==> src/rtl/alu_seq.sv <==
// Sequential ALU with valid/ready handshake, Z/C flag register and iterative or barrel shifter.
// Define ALU_SEQ_OVF_EN to add the registered signed-overflow flag output ovf.
module alu_seq #(
    parameter int unsigned WIDTH        = 8,
    parameter int unsigned SERIAL_SHIFT = 1
) (
    input  logic             clk,
    input  logic             rst_n,
    input  logic             in_valid,
    output logic             in_ready,
    input  logic [WIDTH-1:0] a,
    input  logic [WIDTH-1:0] b,
    input  logic             is_shift,
    input  logic             upd_zc,
    input  logic [1:0]       scode,
    input  logic [2:0]       acode,
    input  logic             flag_clr,
    output logic             out_valid,
    input  logic             out_ready,
    output logic [WIDTH-1:0] r,
    output logic             zero,
`ifdef ALU_SEQ_OVF_EN
    output logic             carry,
    output logic             ovf
`else
    output logic             carry
`endif
);

    localparam int unsigned SW     = $clog2(WIDTH);
    localparam int          MaxAmt = (1 << SW) - 1;

    typedef enum logic [1:0] {StIdle, StExec, StDone} state_e;

    state_e           r_state;
    logic [WIDTH-1:0] r_a;
    logic [WIDTH-1:0] r_b;
    logic             r_shift;
    logic [1:0]       r_scode;
    logic [2:0]       r_acode;
    logic             r_upd;
    logic             r_cin;
    logic [SW-1:0]    r_cnt;
    logic             r_sc;
    logic [WIDTH-1:0] r_res;
    logic             r_z;
    logic             r_c;
    logic             r_v;
    logic             r_out_valid;
    logic             r_in_ready;

    logic [WIDTH-1:0] w_bop;
    logic             w_cin;
    logic [WIDTH:0]   w_sum;
    logic [WIDTH-1:0] w_alu_res;
    logic             w_alu_c;
    logic             w_alu_v;
    logic [WIDTH-1:0] w_bsh_val;
    logic             w_bsh_c;
    logic [WIDTH:0]   w_step;
    logic             w_amt_zero;
    logic             w_exec_done;
    logic [WIDTH-1:0] w_fin_res;
    logic             w_fin_c;
    logic             w_fin_v;

    // Returns {bit shifted/rotated out, new value} for a single-bit step.
    function automatic logic [WIDTH:0] f_step(input logic [WIDTH-1:0] v, input logic [1:0] code);
        logic [WIDTH:0] res;
        unique case (code)
            2'b00:   res = {v[WIDTH-1], v[WIDTH-2:0], 1'b0};
            2'b01:   res = {v[0], 1'b0, v[WIDTH-1:1]};
            2'b10:   res = {v[WIDTH-1], v[WIDTH-2:0], v[WIDTH-1]};
            default: res = {v[0], v[0], v[WIDTH-1:1]};
        endcase
        return res;
    endfunction

    // Subtracts add the inverted operand; ADC/SBC take the carry captured at accept.
    always_comb begin
        w_bop   = r_acode[1] ? ~r_b : r_b;
        w_cin   = r_acode[0] ? r_cin : r_acode[1];
        w_sum   = {1'b0, r_a} + {1'b0, w_bop} + {{WIDTH{1'b0}}, w_cin};
        w_alu_c = 1'b0;
        w_alu_v = 1'b0;
        case (r_acode)
            3'b100:  w_alu_res = r_a & r_b;
            3'b101:  w_alu_res = r_a | r_b;
            3'b110:  w_alu_res = r_a ^ r_b;
            3'b111:  w_alu_res = r_b;
            default: begin
                w_alu_res = w_sum[WIDTH-1:0];
                w_alu_c   = w_sum[WIDTH];
                w_alu_v   = (r_a[WIDTH-1] ^ w_sum[WIDTH-1]) & (w_bop[WIDTH-1] ^ w_sum[WIDTH-1]);
            end
        endcase
    end

    always_comb begin
        w_bsh_val = r_a;
        w_bsh_c   = 1'b0;
        for (int i = 0; i < MaxAmt; i++) begin
            if (SW'(i) < r_b[SW-1:0]) begin
                {w_bsh_c, w_bsh_val} = f_step(w_bsh_val, r_scode);
            end
        end
    end

    always_comb begin
        w_step      = f_step(r_a, r_scode);
        w_amt_zero  = (r_b[SW-1:0] == '0);
        w_exec_done = !r_shift || (SERIAL_SHIFT == 0) || (r_cnt == '0);
        w_fin_v     = 1'b0;
        if (r_shift) begin
            w_fin_res = (SERIAL_SHIFT != 0) ? r_a : w_bsh_val;
            if (w_amt_zero) begin
                w_fin_c = r_c;
            end else begin
                w_fin_c = (SERIAL_SHIFT != 0) ? r_sc : w_bsh_c;
            end
        end else begin
            w_fin_res = w_alu_res;
            w_fin_c   = w_alu_c;
            w_fin_v   = w_alu_v;
        end
    end

    always_ff @(posedge clk or negedge rst_n) begin
        if (!rst_n) begin
            r_state     <= StIdle;
            r_a         <= '0;
            r_b         <= '0;
            r_shift     <= 1'b0;
            r_scode     <= 2'b00;
            r_acode     <= 3'b000;
            r_upd       <= 1'b0;
            r_cin       <= 1'b0;
            r_cnt       <= '0;
            r_sc        <= 1'b0;
            r_res       <= '0;
            r_z         <= 1'b0;
            r_c         <= 1'b0;
            r_v         <= 1'b0;
            r_out_valid <= 1'b0;
            r_in_ready  <= 1'b1;
        end else begin
            case (r_state)
                StIdle: begin
                    if (in_valid) begin
                        r_a        <= a;
                        r_b        <= b;
                        r_shift    <= is_shift;
                        r_scode    <= scode;
                        r_acode    <= acode;
                        r_upd      <= upd_zc;
                        r_cin      <= r_c;
                        r_cnt      <= b[SW-1:0];
                        r_sc       <= 1'b0;
                        r_in_ready <= 1'b0;
                        r_state    <= StExec;
                    end
                end
                StExec: begin
                    if (w_exec_done) begin
                        r_res       <= w_fin_res;
                        r_out_valid <= 1'b1;
                        r_state     <= StDone;
                        if (r_upd) begin
                            r_z <= (w_fin_res == '0);
                            r_c <= w_fin_c;
                            r_v <= w_fin_v;
                        end
                    end else begin
                        r_a   <= w_step[WIDTH-1:0];
                        r_sc  <= w_step[WIDTH];
                        r_cnt <= r_cnt - SW'(1);
                    end
                end
                StDone: begin
                    if (out_ready) begin
                        r_out_valid <= 1'b0;
                        r_in_ready  <= 1'b1;
                        r_state     <= StIdle;
                    end
                end
                default: r_state <= StIdle;
            endcase
            // Clear overrides any commit scheduled above in the same cycle.
            if (flag_clr) begin
                r_z <= 1'b0;
                r_c <= 1'b0;
                r_v <= 1'b0;
            end
        end
    end

    assign in_ready  = r_in_ready;
    assign out_valid = r_out_valid;
    assign r         = r_res;
    assign zero      = r_z;
    assign carry     = r_c;
`ifdef ALU_SEQ_OVF_EN
    assign ovf       = r_v;
`else
    logic w_unused_v;
    assign w_unused_v = r_v;
`endif

endmodule

==> config.mk <==
export PLATFORM = sky130hd
export DESIGN_NAME = alu_seq
export DESIGN_NICKNAME = d
export VERILOG_FILES = /design/src/rtl/alu_seq.sv
export SDC_FILE = /design/constraint.sdc
export NUM_CORES = 1
export LEC_CHECK = 0
export ABC_AREA = 1
export ABC_CLOCK_PERIOD_IN_PS = 5700
export BUFFER_PORTS_ARGS = -buffer_cell sky130_fd_sc_hd__buf_2
export CORE_MARGIN = 2
export CORE_UTILIZATION = 60
export CTS_CLUSTER_SIZE = 40
export DETAILED_ROUTE_END_ITERATION = 10
export PLACE_DENSITY_LB_ADDON = 0.12
export SYNTH_ARGS = -nofsm -noshare
export SYNTH_HDL_FRONTEND = slang
export SYNTH_SLANG_ARGS = --single-unit
==> constraint.sdc <==
create_clock -name clk -period 5.7 [get_ports clk]
set_input_delay 0.285 -clock clk [delete_from_list [all_inputs] [get_ports clk]]
set_output_delay 0.285 -clock clk [all_outputs]
set_load 0.01 [all_outputs]
After elaboration in Yosys (flattened, before gate mapping) --
Index checks and enable logic that the tools add are counted.
Word-level totals: word-level logic and storage cells 91, input bits 28, register bits after elaboration 42
Cells by class: muxes and demuxes 34, bitwise logic cells 4, $add $sub $neg 3, reduce and logical (&&, ||, !) cells 22, equal/unequal tests 13
Operator list (number):
- 2-to-1 mux 8 bit | 4
- case mux 8 bit (4 select lines) | 1
- case mux 9 bit (3 select lines) | 1
- 2-to-1 mux 1 bit | 17
- case mux 8 bit (2 select lines) | 1
- AND reduction 3 bit | 5
- equality test 3 bit (second input constant) | 4
- nonzero test 2 bit | 6
- adder 8 x 8 -> 9 bit | 1
- adder 9 x 1 -> 9 bit | 1
- AND 8 bit | 1
- zero test 8 bit | 1
- inequality test 2 bit (second input constant) | 4
- NOT 8 bit | 1
- OR 8 bit | 1
- bitwise XOR 8 bit | 1
- zero test 3 bit | 2
- 2-to-1 mux 2 bit | 3
- 2-to-1 mux 3 bit | 2
- case mux 1 bit (2 select lines) | 3
- case mux 2 bit (3 select lines) | 1
- case mux 3 bit (2 select lines) | 1
- equality test 2 x 1 -> 1 bit (second input constant) | 2
- equality test 2 bit (second input constant) | 2
- 8 further kinds | 10

Logic depth before layout (Yosys ltp) --
Gate-level depths: netlist of the first run.
depth in word-level cells 11, gate-level depth with buffers 17

Worst setup path after synthesis of the first run --
OpenSTA, ideal clock, no wires.
path kind register -> register, from register r_acode[1], to register r_z (netlist: zero), slack 3.122 ns, clock period less this slack 2.578 ns, library setup time 0.065 ns, arrival time 2.513 ns, buffers on the path 2, cell stages (with the launch flop) 17, cell sequence dfrtp_1 -> buf_6 -> buf_12 -> xor2_1 -> fa_1 -> fa_1 -> nand3_1 -> nand3_1 -> nand2_1 -> nand2_1 -> nor2_1 -> nor2_2 -> nor2_1 -> nand2_1 -> nor2_1 -> nand3_1 -> nand2_1
On the way: cells in the longest elaborated chain, start to end 10, elaborated cells on any way between the ends 15, classes of those cells add/sub (2); eq/ne (4); mux (8); reduce/logical (1)
RTL lines:
- start: declaration | RTL line 40 | logic [2:0] r_acode;
- start signal: assignment | RTL line 154 | r_acode <= acode;
- 2-to-1 mux 8 bit | RTL line 81 | w_bop = r_acode[1] ? ~r_b : r_b;
- adder 8 x 8 -> 9 bit | RTL line 83 | w_sum = {1'b0, r_a} + {1'b0, w_bop} + {{WIDTH{1'b0}}, w_cin};
- adder 9 x 1 -> 9 bit | RTL line 83
- case mux 8 bit (4 select lines) (*) | RTL line 86 | case (r_acode)
- 2-to-1 mux 8 bit (*) | RTL line 114 | if (r_shift) begin
- zero test 8 bit (*) | RTL line 169 | r_z <= (w_fin_res == '0);
- 2-to-1 mux 1 bit (*) | RTL line 168 | if (r_upd) begin
- 2-to-1 mux 1 bit (*) | RTL line 164 | if (w_exec_done) begin
- 2-to-1 mux 1 bit (*) | RTL line 147 | case (r_state)
- 2-to-1 mux 1 bit (*) | RTL line 189 | if (flag_clr) begin
- end signal: assignment | RTL line 169
- end: declaration | RTL line 46 | logic r_z;
Mark *: on every way between the ends. The rest lies on a longest branch, timed or not. The select of a mux whose other input is x is not followed. A chain may end at the register's enable or synchronous reset.

Worst setup path after layout of the first run --
Ends and elaborated chain as after synthesis.

==> qor.yml, run 1 <==
sta:
  slew_headroom: 0.367
  finalHoldViolCount: 0
  slew_viol_final: 0
  fin_skew_ns: 0.00642
  tightest_slew_ns: 0.950
  max_freq_ghz: 0.334
  fin_crit_sh: 0.525
  tns_ns: 0
  setup_viol: 0
  rsz0062_at_grt: "no"
  period_minus_slack_ns: 2.99
power_and_ir_drop:
  p_per_area_mw_per_mm2: 690
  seq_power_share: 0.291
  p_sw_uw: 1260
  irDropWorstVdd_mv: 0.322
  p_clk_frac: 0.088
  p_int_uw: 1100
  total_power_uw: 2360
  combPwrFrac: 0.621
  leakagePower_uw: 0.00179
  swShare: 0.535
outcome:
  status: "completed"
yosys:
  syn_area_mm2: 0.00316
  synth_cell_types: 39
  syn-num-nets: 482
  synthCells: 426
  synth-seq-cells: 42
  avgSynthCellArea_um2: 7.41
  ys_seq_area_frac: 0.333
  yosys_warnings: 0
finish:
  diodes: 0
  final_cell_mix: "nand2_1, inv_1, dfrtp_1, buf_2"
  final_util: 0.671
  nets: 514
  postLayoutCellArea_mm2: 0.00343
  layout-drive-gt1-share: 0.176
  syn_to_final_growth_pct: 8.52
  final_common_cell: "nand2_1"
  stdcell_count: 529
floorplanning:
  core_mm2: 0.00511
  die_h_um: 76.5
  fp.dieW_um: 76.5
  initial_utilization: 0.618
  rows: 26
  ioPinCount: 40
  die_area_mm2: 0.00586
global_route:
  track_usage: 0.264
  grt_overflow_total: 0
  grt_pass1_vias: 2649
  grt_first_pass_wirelength_um: 12400
  grt_max_degree: 43
  antenna_found_initial: 0
clock_network:
  path_clk_slew_ns: 0.09
  clock_latency_ns: 0.30
  cts_buffers: 5
  clock_sinks: 42
  post_cts_resize_count: 0
  cts_tree: "built"
  cts_max_level: 2
  cts-root-buf: "clkbuf_8"
  cts_hold_buf: 0
  cts_max_path_buffers: 2
  cts_setup_buffers: 0
routing:
  drc_errors: 0
  drtIter0Drc: 205
  via_per_inst: 5.33
  dr.pass1.iters: 4
  dr_total_vias: 2820
  postRouteAntennaNets: 0
  routed_wirelength_um: 7190
  wl_per_cell_um: 13.6
placement:
  postPlaceCellArea_mm2: 0.00333
  place_inst: 521
  gp_congestion: 0.930
  port_buffers: 39
  hpwlAfterDp_um: 5390
worst_hold_path:
  hold_class: "in -> async"
worst_setup_path:
  start_kind: "flip-flop"
  critPathCaptureType: "flip-flop"
  critPathKind: "reg -> reg"
  cp.required_ns: 5.94
  reg2reg_depth: 14
  cp.arrival_ns: 3.23
  cp_max_fo: 22
job:
  maxCapViolCount: 0
-- power groups by stage --
stage          sequential (uW)  clock, uW  combinational (uW)
2_1_floorplan              580          0                1250
3_3_place_gp               680          0                1420
3_5_place_dp               685          0                1460
4_1_cts                    682        212                1470
5_1_grt                    713        225                1690
6_report                   688        208                1470
-- through the flow --
stage,hold slack [ns],worst slack (ns)
after floorplan,-0.0106,3.12
after global placement,0.449,2.84
after detailed placement,0.458,2.72
after CTS,0.175,2.70
after global routing,0.194,2.48
final,0.127,2.71
-- cell families after synthesis --
family	after synthesis	share of synthesized area
simple gates	207	0.296
buf+inv	71	0.102
compound gates	70	0.130
flops	42	0.333
fa+ha+maj	28	0.116
xor+xnor	8	0.0222
-- critical path, cell delays in order (launching register included) --
cell,delay (ns)
dfrtp_1,0.94
xor2_1,0.19
fa_1,0.49
fa_1,0.43
nand3_1,0.12
nand3_1,0.12
nand2_1,0.08
nand2_1,0.05
nor2_1,0.11
nor2_2,0.06
nor2_1,0.08
nand2_1,0.05
nor2_1,0.09
nand3_1,0.08
nand2_1,0.06
-- cells in the mapped netlist, drive strengths merged --
cell type,count,area share
a21boi,1,0.0036
ha,26,0.10
a21oi,11,0.017
dfrtp,41,0.33
a21o,1,0.0024
dfstp,1,0.0083
o21ai,36,0.058
clkbuf,2,0.0024
a31oi,10,0.022
o211ai,8,0.019
nor2,44,0.072
nand3,36,0.062
clkinv,1,0.0012
xnor2,1,0.0028
nand2,119,0.15
xor2,7,0.019
a22oi,1,0.0024
o22ai,1,0.0020
fa,2,0.013
nand3b,1,0.0024
o21bai,1,0.0036
buf,12,0.032
inv,56,0.067
nor3,2,0.0032
nand4,5,0.0099
-- path summary, 6_finish.rpt --
path,startpoint,to,slack [ns]
hold reg to reg,in_ready,in_ready,0.47
min in group clk,scode[1],r_scode[1],0.18
max in group asynchronous,rst_n,r_acode[1],4.97
hold / removal,rst_n,r[6],0.13
setup reg to reg,r_acode[1],zero,2.71
setup / recovery,r_acode[1],zero,2.71
-- registers in the layout, indices dropped and copies added, names as in the netlist, 2 cells and up --
register and cells:
r 8, r_a 8, r_b 8, r_acode 3, r_cnt 3, r_scode 2
r_state 2
-- cell type report --
type                            instances  area (um2)
Timing Repair Buffer                   39         195
Clock buffer                            6        82.6
Multi-Input combinational cell        313        1780
Inverter                               57         214
Clock inverter                          2        12.5
Fill cell                             474        1680
Tap cell                               70        87.6
Sequential cell                        42        1050
-- per-layer routing --
metal  part of all wire  global-route usage  vias up
met1               0.48               0.370     1283
met3              0.048              0.0391       15
li1                   -                   -     1440
met2               0.45               0.427       82
met5                  0                   0        -
met4              0.017              0.0764        0
Note: power is estimated with default switching activity, not from simulation.
==> run 2, diff against run 1 <==
--- a/config.mk
+++ b/config.mk
@@ -6,10 +6,10 @@
 export NUM_CORES = 1
 export LEC_CHECK = 0
 export ABC_AREA = 1
-export ABC_CLOCK_PERIOD_IN_PS = 5700
+export ABC_CLOCK_PERIOD_IN_PS = 2600
 export BUFFER_PORTS_ARGS = -buffer_cell sky130_fd_sc_hd__buf_2
 export CORE_MARGIN = 2
-export CORE_UTILIZATION = 60
+export CORE_UTILIZATION = 53
 export CTS_CLUSTER_SIZE = 40
 export DETAILED_ROUTE_END_ITERATION = 10
 export PLACE_DENSITY_LB_ADDON = 0.12
==> constraint.sdc (replaced) <==
create_clock -name clk -period 2.6 [get_ports clk]
set_input_delay 0.13 -clock clk [delete_from_list [all_inputs] [get_ports clk]]
set_output_delay 0.13 -clock clk [all_outputs]
set_load 0.01 [all_outputs]
==> qor.yml, run 2 (same netlist as run 1, synthesis figures left out) <==
clock_network:
  cts_max_path_buffers: 2
  cts_setup_buffers: 0
  cts_hold_buf: 0
  cts-root-buf: "clkbuf_8"
  cts_buffers: 5
  clock_latency_ns: 0.30
  clock_sinks: 42
  cts_max_level: 2
  path_clk_slew_ns: 0.09
  cts_tree: "built"
  post_cts_resize_count: 0
sta:
  slew_headroom: 0.362
  fin_crit_sh: 0.912
  hold_ws_ns: -0.0315
  tightest_slew_ns: 0.957
  finalWorstSetupSlack_ns: 0.228
  setup_viol: 0
  max_freq_ghz: 0.422
  finalHoldViolCount: 36
  fin_skew_ns: 0.0101
  rsz0062_at_grt: "no"
  period_minus_slack_ns: 2.37
  tns_ns: 0
  slew_viol_final: 0
worst_setup_path:
  critPathKind: "reg -> reg"
  cp.required_ns: 2.85
  start_kind: "flip-flop"
  reg2reg_depth: 14
  cp_max_fo: 6
  cp.arrival_ns: 2.62
  critPathCaptureType: "flip-flop"
floorplanning:
  die_h_um: 81.2
  core_mm2: 0.00585
  die_area_mm2: 0.00659
  initial_utilization: 0.540
  fp.dieW_um: 81.2
  ioPinCount: 40
  rows: 28
routing:
  dr_total_vias: 2841
  dr.pass1.iters: 4
  routed_wirelength_um: 7330
  via_per_inst: 5.26
  wl_per_cell_um: 13.6
  postRouteAntennaNets: 0
  drtIter0Drc: 113
  drc_errors: 0
global_route:
  grt_pass1_vias: 2641
  grt_max_degree: 43
  grt_first_pass_wirelength_um: 12800
  grt_overflow_total: 0
  antenna_found_initial: 0
  track_usage: 0.251
placement:
  dp_slack_ns: 0.157
  port_buffers: 39
  hpwlAfterDp_um: 5610
  gp_congestion: 0.885
finish:
  nets: 520
  final_util: 0.594
  final_cell_mix: "nand2_1, inv_1, dfrtp_1, buf_2"
  diodes: 0
  syn_to_final_growth_pct: 10.0
  final_common_cell: "nand2_1"
  layout-drive-gt1-share: 0.191
outcome:
  violations: "hold timing"
  status: "finished with violations"
power_and_ir_drop:
  irDropWorstVdd_mv: 0.681
  total_power_uw: 5220
  leakagePower_uw: 0.00182
  p_per_area_mw_per_mm2: 1500
job:
  maxCapViolCount: 0
worst_hold_path:
  hold_class: "in -> async"
## run 2: cell count changes in the layout (fill, tap and decap cells not counted), sizes merged
cell | before | now
buf | 39 | 45
clkbuf | 6 | 5
clkinvlp | 1 | 0
clkinv | 2 | 3
inv | 56 | 57
## run 2: report_power, final
part | internal (uW) | switching (uW) | total [uW]
Clock | 190 | 254 | 443
Sequential | 968 | 397 | 1370
Combinational | 1290 | 2120 | 3410
Total | 2450 | 2770 | 5220
## run 2: layer usage
metal  share of wire  vias to the layer above  GRT usage  wire length [um]
met3           0.056                        9     0.0378               409
li1                -                     1454          -                 -
met4           0.013                        0     0.0644                95
met2            0.43                       74      0.384              3170
met5               0                        -          0                 0
met1            0.50                     1304      0.372              3650
## run 2: worst max-delay path, cell delays in order, from the launching register on
cell	delay, ns
dfrtp_2	0.46
xor2_1	0.17
fa_2	0.40
fa_1	0.42
nand3_1	0.12
nand3_1	0.12
nand2_1	0.08
nand2_1	0.04
nor2_1	0.10
nor2_2	0.06
nor2_1	0.08
nand2_1	0.05
nor2_1	0.08
nand3_1	0.07
nand2_1	0.06
## run 2: final timing paths
path	from	slack, ns	to
min reg2reg	in_ready	0.47	in_ready
max	r_b[0]	0.23	zero
max in group asynchronous	rst_n	1.99	r_b[0]
max reg2reg	r_b[0]	0.23	zero
min in group clk	scode[1]	0.01	r_scode[1]
min	rst_n	-0.03	r[3]
## run 2: per-stage QoR
stage	instances	instance area, um2	hold slack, ns
after floorplan	426	3160	-0.166
after global placement	532	3380	0.323
after detailed placement	532	3380	0.334
after CTS	540	3470	0.0151
after global routing	540	3470	0.0386
final	540	3470	-0.0315
## run 2: layout make-up
class | count | area [um2]
fillers | 585 | 2380
multi-input cells | 313 | 1780
flip-flops and latches | 42 | 1050
repair buffers | 45 | 240
inverters | 57 | 214
well taps | 75 | 93.8
clock buffers | 5 | 68.8
clock inverters | 3 | 18.8
==> run 3, diff against run 2 <==
--- a/config.mk
+++ b/config.mk
@@ -13,6 +13,8 @@
 export CTS_CLUSTER_SIZE = 40
 export DETAILED_ROUTE_END_ITERATION = 10
 export PLACE_DENSITY_LB_ADDON = 0.12
+export RECOVER_POWER = 25
 export SYNTH_ARGS = -nofsm -noshare
 export SYNTH_HDL_FRONTEND = slang
 export SYNTH_SLANG_ARGS = --single-unit
+export TNS_END_PERCENT = 50
==> qor.yml, run 3 (same netlist as run 1, synthesis figures left out) <==
outcome:
  status: "finished with violations"
  violations: "capacitance limit, slew limit"
floorplanning:
  ioPinCount: 40
  die_h_um: 81.2
  die_area_mm2: 0.00659
  rows: 28
  core_mm2: 0.00585
  fp.dieW_um: 81.2
  initial_utilization: 0.540
clock_network:
  cts_max_path_buffers: 2
  cts_buffers: 5
  path_clk_slew_ns: 0.09
  clock_latency_ns: 0.30
  cts-root-buf: "clkbuf_8"
  cts_setup_buffers: 0
  cts_hold_buf: 0
  cts_max_level: 2
  post_cts_resize_count: 0
  cts_tree: "built"
  clock_sinks: 42
worst_setup_path:
  cp.arrival_ns: 2.62
  critPathKind: "reg -> reg"
  worst_path_max_delay_cell: "dfrtp_2"
  critPathCaptureType: "flip-flop"
  start_kind: "flip-flop"
  cp_max_fo: 6
  cp.required_ns: 2.85
  cpMostUsedCell: "nand2_1"
  cpPeakStageDelay_ns: 0.46
  path_cells: "xor2_1, fa_2, fa_1, nand3_1, nand3_1, nand2_1, nand2_1, nor2_1, nor2_2, nor2_1, nand2_1, nor2_1, nand3_1, nand2_1"
placement:
  gp_congestion: 0.885
  place_inst: 532
  hpwlAfterDp_um: 5610
  port_buffers: 39
  postPlaceCellArea_mm2: 0.00338
power_and_ir_drop:
  p_per_area_mw_per_mm2: 1500
  irDropWorstVdd_mv: 0.681
  leakagePower_uw: 0.00182
global_route:
  grt_pass1_vias: 2641
  antenna_found_initial: 0
  met1_usage: 0.372
  grt_max_degree: 43
  grt-busiest-layer: "met2"
  use_met2: 0.384
  grt_use_met3: 0.0378
  grt_first_pass_wirelength_um: 12800
  track_usage: 0.251
  grt_overflow_total: 0
routing:
  routed_wirelength_um: 7320
  dr_total_vias: 2841
  drc_errors: 0
  wl_per_cell_um: 13.6
  dr.pass1.iters: 4
  postRouteAntennaNets: 0
  drtIter0Drc: 113
  via_per_inst: 5.26
finish:
  postLayoutCellArea_mm2: 0.00347
  final_common_cell: "nand2_1"
  nets: 520
  stdcell_count: 540
  fillers: 586
  register_area_mm2: 0.00105
  final_util: 0.593
  final_cell_mix: "nand2_1, inv_1, dfrtp_1, buf_2"
  diodes: 0
  multiInputGateArea_mm2: 0.00178
  layout-drive-gt1-share: 0.189
  syn_to_final_growth_pct: 9.99
sta:
  slew_headroom: -0.531
  period_minus_slack_ns: 2.37
  fin_crit_sh: 0.912
  max_freq_ghz: 0.422
  rsz0062_at_grt: "no"
  tightest_slew_ns: 2.30
  setup_viol: 0
  slew_viol_final: 43
  hold_ws_ns: 0.0118
  finalHoldViolCount: 0
  tns_ns: 0
  fin_skew_ns: 0.0101
worst_hold_path:
  hold_class: "in -> reg"
job:
  maxCapViolCount: 1
## run 3: report_power, final
group,leakage (uW),internal [uW],switching (uW)
Combinational,0.00126,1290,2120
Clock,0.0000483,190,254
Sequential,0.000506,968,397
## run 3: critical path: cells and delay by family, from the launching register on
family        cells  cell delay [ns]
flops             1             0.46
simple gates     11             0.86
fa+ha+maj         2             0.82
xor+xnor          1             0.17
## run 3: final timing paths
kind	start	slack, ns	end	cells past startpoint
hold reg to reg	in_ready	0.47	in_ready	2
hold / removal	scode[1]	0.01	r_scode[1]	3
min in group asynchronous	rst_n	0.50	r[3]	1
max in group asynchronous	rst_n	0.64	r_b[0]	1
setup reg to reg	r_b[0]	0.23	zero	14
setup / recovery	r_b[0]	0.23	zero	14
## run 3: per-stage QoR
stage / setup WS [ns] / total power, uW
6_report: 0.228 / 5220
5_1_grt: 0.0130 / 5880
4_1_cts: 0.137 / 5220
3_5_place_dp: 0.157 / 4760
3_3_place_gp: 0.219 / 4710
2_1_floorplan: 0.0223 / 4010
## run 3: area by class of cell
cell class / instances / share of cell area
clock buffers: 5 / 0.0198
inverters: 57 / 0.0616
well taps: 75 / 0.0270
repair buffers: 45 / 0.0688
multi-input cells: 313 / 0.514
clock inverters: 3 / 0.00541
flip-flops and latches: 42 / 0.303
## run 3: routing by layer
layer / up-vias / share of wire / wire length (um)
li1: 1454 / - / -
met1: 1304 / 0.50 / 3640
met2: 74 / 0.43 / 3170
met3: 9 / 0.056 / 408
met4: 0 / 0.013 / 95
met5: - / 0 / 0
